===== config.mk =====
export PLATFORM = sky130hd
export DESIGN_NAME = dc_token_ring_fifo_dout_mram_flat
export DESIGN_NICKNAME = d
export VERILOG_FILES = /design/src/rtl/dc_fifo_mram_pkg.sv /design/src/rtl/dc_token_ring_fifo_dout_mram_if.sv /design/src/rtl/dc_token_sync_mram.sv /design/src/rtl/dc_token_ring_fifo_dout_mram.sv /design/src/flat_wrapper.sv
export SDC_FILE = /design/constraint.sdc
export NUM_CORES = 1
export LEC_CHECK = 0
export CAP_MARGIN = 40
export CELL_PAD_IN_SITES_DETAIL_PLACEMENT = 0
export CELL_PAD_IN_SITES_GLOBAL_PLACEMENT = 1
export CORE_MARGIN = 4
export CORE_UTILIZATION = 37
export DETAILED_ROUTE_END_ITERATION = 8
export GPL_TIMING_DRIVEN = 0
export PLACE_DENSITY = 0.82
export SYNTH_ARGS = -nofsm -noshare
export SYNTH_HDL_FRONTEND = slang
export SYNTH_SLANG_ARGS = --single-unit

===== constraint.sdc =====
create_clock -name clk -period 2 [get_ports clk]
set_input_delay 0.5 -clock clk [delete_from_list [all_inputs] [get_ports clk]]
set_output_delay 0.5 -clock clk [all_outputs]
set_load 0.02 [all_outputs]

===== src/rtl/dc_fifo_mram_pkg.sv =====
// rtl/dc_fifo_mram_pkg.sv - token constants and pointer helper shared by both FIFO halves
package dc_fifo_mram_pkg;

  localparam int TOKEN_MAX = 64;
  localparam int SYNC_STAGES = 2;
  localparam logic [TOKEN_MAX-1:0] RESET_TOKEN = 64'hc;

  // Pointer bit i is set where token bits i and i-1 (circularly) are both set.
  function automatic logic [TOKEN_MAX-1:0] ptr_from_token(input logic [TOKEN_MAX-1:0] tok,
                                                          input int depth);
    logic [TOKEN_MAX-1:0] ptr;
    ptr = '0;
    ptr[0] = tok[0] & tok[depth-1];
    for (int i = 1; i < TOKEN_MAX; i++) begin
      if (i < depth) ptr[i] = tok[i] & tok[i-1];
    end
    return ptr;
  endfunction

endpackage


===== src/rtl/dc_token_ring_fifo_dout_mram_if.sv =====
// rtl/dc_token_ring_fifo_dout_mram_if.sv - valid/ready output stream of the read-side FIFO half
interface dc_token_ring_fifo_dout_mram_if #(
  parameter int DATA_WIDTH = 10
);
  logic [DATA_WIDTH-1:0] data;
  logic                  valid;
  logic                  ready;

  modport master (output data, output valid, input ready);
  modport slave  (input data, input valid, output ready);
endinterface


===== src/rtl/dc_token_sync_mram.sv =====
// rtl/dc_token_sync_mram.sv - multi-flop synchronizer for the producer-domain write token
module dc_token_sync_mram
  import dc_fifo_mram_pkg::*;
#(
  parameter int BUFFER_DEPTH = 8
) (
  input  logic                    clk,
  input  logic                    rstn,
  input  logic [BUFFER_DEPTH-1:0] token_in,
  output logic [BUFFER_DEPTH-1:0] token_sync
);

  localparam logic [BUFFER_DEPTH-1:0] RST_TOK = RESET_TOKEN[BUFFER_DEPTH-1:0];

  logic [BUFFER_DEPTH-1:0] stage [SYNC_STAGES];

  always_ff @(posedge clk) begin
    if (!rstn) begin
      for (int s = 0; s < SYNC_STAGES; s++) stage[s] <= RST_TOK;
    end else begin
      stage[0] <= token_in;
      for (int s = 1; s < SYNC_STAGES; s++) stage[s] <= stage[s-1];
    end
  end

  assign token_sync = stage[SYNC_STAGES-1];

endmodule


===== src/rtl/dc_token_ring_fifo_dout_mram.sv =====
// rtl/dc_token_ring_fifo_dout_mram.sv - consumer half of the dual-clock token-ring FIFO
module dc_token_ring_fifo_dout_mram
  import dc_fifo_mram_pkg::*;
#(
  parameter int DATA_WIDTH   = 10,
  parameter int BUFFER_DEPTH = 8
) (
  input  logic                      clk,
  input  logic                      rstn,
  dc_token_ring_fifo_dout_mram_if.master dout,
  input  logic [BUFFER_DEPTH-1:0]   write_token,
  output logic [BUFFER_DEPTH-1:0]   read_pointer,
  input  logic [DATA_WIDTH-1:0]     data_async
);

  localparam logic [BUFFER_DEPTH-1:0] RST_TOK = RESET_TOKEN[BUFFER_DEPTH-1:0];

  logic [BUFFER_DEPTH-1:0] token_sync;
  logic [BUFFER_DEPTH-1:0] wr_ptr_sync;
  logic [BUFFER_DEPTH-1:0] read_token;
  logic [TOKEN_MAX-1:0]    wr_ptr_full;
  logic [TOKEN_MAX-1:0]    rd_ptr_full;
  logic [DATA_WIDTH-1:0]   data_q;
  logic                    valid_q;
  logic                    empty;
  logic                    pop;

  dc_token_sync_mram #(
    .BUFFER_DEPTH(BUFFER_DEPTH)
  ) u_sync (
    .clk       (clk),
    .rstn      (rstn),
    .token_in  (write_token),
    .token_sync(token_sync)
  );

  assign wr_ptr_full  = ptr_from_token(TOKEN_MAX'(token_sync), BUFFER_DEPTH);
  assign rd_ptr_full  = ptr_from_token(TOKEN_MAX'(read_token), BUFFER_DEPTH);
  assign wr_ptr_sync  = wr_ptr_full[BUFFER_DEPTH-1:0];
  assign read_pointer = rd_ptr_full[BUFFER_DEPTH-1:0];

  // Upper helper bits are constant zero for any legal depth.
  logic unused_ptr_hi;
  assign unused_ptr_hi = ^{wr_ptr_full[TOKEN_MAX-1:BUFFER_DEPTH], rd_ptr_full[TOKEN_MAX-1:BUFFER_DEPTH]};

  // Overlap instead of equality so a single glitched token bit reads as empty.
  assign empty = |(wr_ptr_sync & read_pointer);
  assign pop   = ~empty & (~valid_q | dout.ready);

  always_ff @(posedge clk) begin
    if (!rstn) begin
      read_token <= RST_TOK;
      data_q     <= '0;
      valid_q    <= 1'b0;
    end else if (pop) begin
      read_token <= {read_token[BUFFER_DEPTH-2:0], read_token[BUFFER_DEPTH-1]};
      data_q     <= data_async;
      valid_q    <= 1'b1;
    end else if (valid_q && dout.ready) begin
      valid_q    <= 1'b0;
    end
  end

  assign dout.data  = data_q;
  assign dout.valid = valid_q;

endmodule


===== src/flat_wrapper.sv =====
// flat-port wrapper written by rule: the top's interface ports become plain ports
module dc_token_ring_fifo_dout_mram_flat import dc_fifo_mram_pkg::*;
#(
  parameter int DATA_WIDTH   = 10,
  parameter int BUFFER_DEPTH = 8
)
  (clk, rstn, write_token, read_pointer, data_async, dout_data, dout_valid, dout_ready);
  dc_token_ring_fifo_dout_mram_if #(.DATA_WIDTH(DATA_WIDTH)) dout_i ();
  input  logic clk;
  input  logic rstn;
  input  logic [BUFFER_DEPTH-1:0] write_token;
  output logic [BUFFER_DEPTH-1:0] read_pointer;
  input  logic [DATA_WIDTH-1:0] data_async;
  output wire logic [$bits(dout_i.data)-1:0] dout_data;
  output wire logic [$bits(dout_i.valid)-1:0] dout_valid;
  input wire logic [$bits(dout_i.ready)-1:0] dout_ready;
  assign dout_data = dout_i.data;
  assign dout_valid = dout_i.valid;
  assign dout_i.ready = dout_ready;
  dc_token_ring_fifo_dout_mram #(.DATA_WIDTH(DATA_WIDTH), .BUFFER_DEPTH(BUFFER_DEPTH)) u_core (.clk(clk), .rstn(rstn), .dout(dout_i), .write_token(write_token), .read_pointer(read_pointer), .data_async(data_async));
endmodule

==> impl_metrics.toml <==
[status]
status = "finished, final reports clean"

[grt]
grt_max_degree = 11
first_global_vias = 955
grt_pass1_wl_um = 4190
grt-ovfl-total = 0
grt_use_total_pct = 12.5
antenna_found_initial = 0

[placed_design]
gp_congestion = 0.846
io_buffers = 38
hpwl_um = 1890
dpl_cell_area_sq_um = 1750
dp.cells = 213

[logic_synthesis]
synth_enable_flop_cells = 0
yosysUniqueCellTypes = 19
ys_ff_latch = 35
syn_area_sq_um = 1320
yosys.area.top_type_share_pct = 53.3
syn_area_per_cell_sq_um = 10.2
synth_cells = 129
ys_warn_count = 0
seq_area_frac_synth_pct = 53.3
synth_area_leader_cell = "dfxtp_1"
ys.flop_type = "dfxtp_1"
ys_top_cells_by_area = "dfxtp_1, mux2i_1, and2_1"
syn-num-nets = 150
async_reset_ff_share_pct = 0

[timing]
setup_viol = 0
slew_headroom_pct = 70.1
timing.hold.ws_ns = 0.422
final.setup.tns_ns = 0
fin_worst_skew_ns = 0.00879
slew_viol_final = 0
rsz0062_at_grt = "false"
period_share_pct = 89.3
hold_violations = 0
max_slew.worst_pin.slew_ns = 0.448
fin_crit_ns = 1.79
fmaxAchievable_ghz = 0.560

[route]
post-route-drc-count = 0
wirelength_um = 2490
vias_per_cell = 4.37
m1WireLength_um = 1130
wl_met2_um = 1200
top_layer = "met4"
route.detailed.wl_per_inst_um = 11.3
vias = 966
ant_nets = 0
drt-pass1-iter-count = 3
drt_iter0_drc = 18
wl_met3_um = 106

[clock_network]
clockBufferDepth = 2
cts_tree = "done"
post_cts.repair.setup_buffers = 0
htree_levels = 2
clkTransAtPathRegs_ns = 0.10
hold_buffers = 0
numCtsBuffers = 5
cts_root_buffer = "clkbuf_4"
clock_latency_ns = 0.33
cts_sinks = 35

[cells_and_area]
drive_above_1_share_pct = 10.3
fin_nets = 195
layout_common_cells = "dfxtp_1, nand2_1, clkdlybuf4s50_1"
antennaDiodeCount = 0
nFillCells = 334
layout.cells.non_filler = 221
mostFrequentLayoutCell = "dfxtp_1"
areaGrowthSynthToFinish_pct = 37.4
final_cell_area_sq_um = 1810

[worst_setup_path]
worstSetupPathType = "reg2out"
cp_max_fo = 2
start_kind = "register"
path_cells = "clkdlybuf4s50_1"
required_ns = 1.50
worst-path-buf-inv = 1
end_kind = "output pin"
arrival_ns = 1.29
critical-path-top-delay-family = "buffers and inverters"
crit_path_max_incr_delay_ns = 0.61
critPathSlowestCell = "clkdlybuf4s50_1"

[min_path]
hold_class = "reg2reg"

[die]
die-area_sq_um = 4570
die_y_um = 67.6
core_area_sq_um = 3390
initial_utilization_pct = 38.8
die_x_um = 67.6
fp-row-count = 21
io_pins = 40

[power_and_ir_drop]
power_switching_mw = 0.550
netSwitchingFraction_pct = 30.7
powerDensity_nw_per_um2 = 991
comb_power_share_pct = 32.7
clock_power_share_pct = 19.8
finalPower_mw = 1.79
power.internal_mw = 1.24
seqPwrFrac_pct = 47.5
ir_drop_mv = 0.451
p_leak_nw = 0.795

[run]
maxCapViolations = 0
==> kinds of logic after synthesis <==
kind of cell    share of synthesized area [%]
simple gates                             25.2
flops                                    53.3
mux                                      13.7
buf+inv                                  3.81
compound gates                           4.00
==> per-layer routing <==
metal | track usage (%) | up-vias
met5 | 0 | -
met2 | 19.6 | 20
li1 | - | 511
met4 | 6.08 | 0
met3 | 4.66 | 4
met1 | 14.9 | 431
==> final cells by class <==
cell class / instances / area, sq um / area share, %
Timing Repair Buffer: 38 / 382 / 21.1
Buffer: 7 / 50.0 / 2.77
Clock inverter: 1 / 5.00 / 0.277
Tap cell: 46 / 57.6 / 3.19
Multi-Input combinational cell: 87 / 564 / 31.2
Clock buffer: 7 / 45.0 / 2.49
Sequential cell: 35 / 703 / 38.9
==> flip-flops by register name, summed over array words and instances, names as in the netlist <==
signal and cells:
u_core.read_token 8, u_core.dout.valid 1, u_core.dout.data 10, u_core.u_sync.stage 16
==> cells in the mapped netlist, drive strengths merged, types with 2 or more instances <==
library cell / count
dfxtp: 35
mux2i: 18
a22oi: 3
buf: 2
nand2b: 5
and2: 21
clkbuf: 5
nand4: 2
nand2: 30
nor2b: 2
==> final timing paths <==
path                                           startpoint                         end  slack, ns  cells after the start
worst max-delay path                  u_core.dout.data[1]                dout_data[1]       0.21                      1
worst min-delay path            u_core.u_sync.stage[0][2]  u_core.u_sync.stage[0][10]       0.42                      1
worst max register to register       u_core.read_token[0]         u_core.dout.data[2]       0.55                      6
worst min register to register  u_core.u_sync.stage[0][2]  u_core.u_sync.stage[0][10]       0.42                      1
==> power groups by stage <==
| stage | Clock (mW) | Sequential [mW] | Combinational [mW] |
|---|---|---|---|
| after floorplan | 0 | 0.915 | 0.328 |
| after global placement | 0 | 0.864 | 0.597 |
| after detailed placement | 0 | 0.867 | 0.609 |
| after CTS | 0.371 | 0.852 | 0.597 |
| after global routing | 0.406 | 0.867 | 0.622 |
| final | 0.354 | 0.850 | 0.586 |
==> stage by stage <==
step	setup WS, ns	utilization [%]
after floorplan	0.634	-
after global placement	0.0859	51.7
final	0.214	53.3
after detailed placement	0.0434	51.7
after CTS	0.000546	53.1
after global routing	0.136	53.3
==> timing repair <==
action	CTS	global route
endpoints found under the setup margin	7	3
pin swaps	0	0
cloned	0	0
gates resized for setup	7	3
hold endpoints to repair	0	0
No activity file was read; power rests on OpenSTA's default activity.
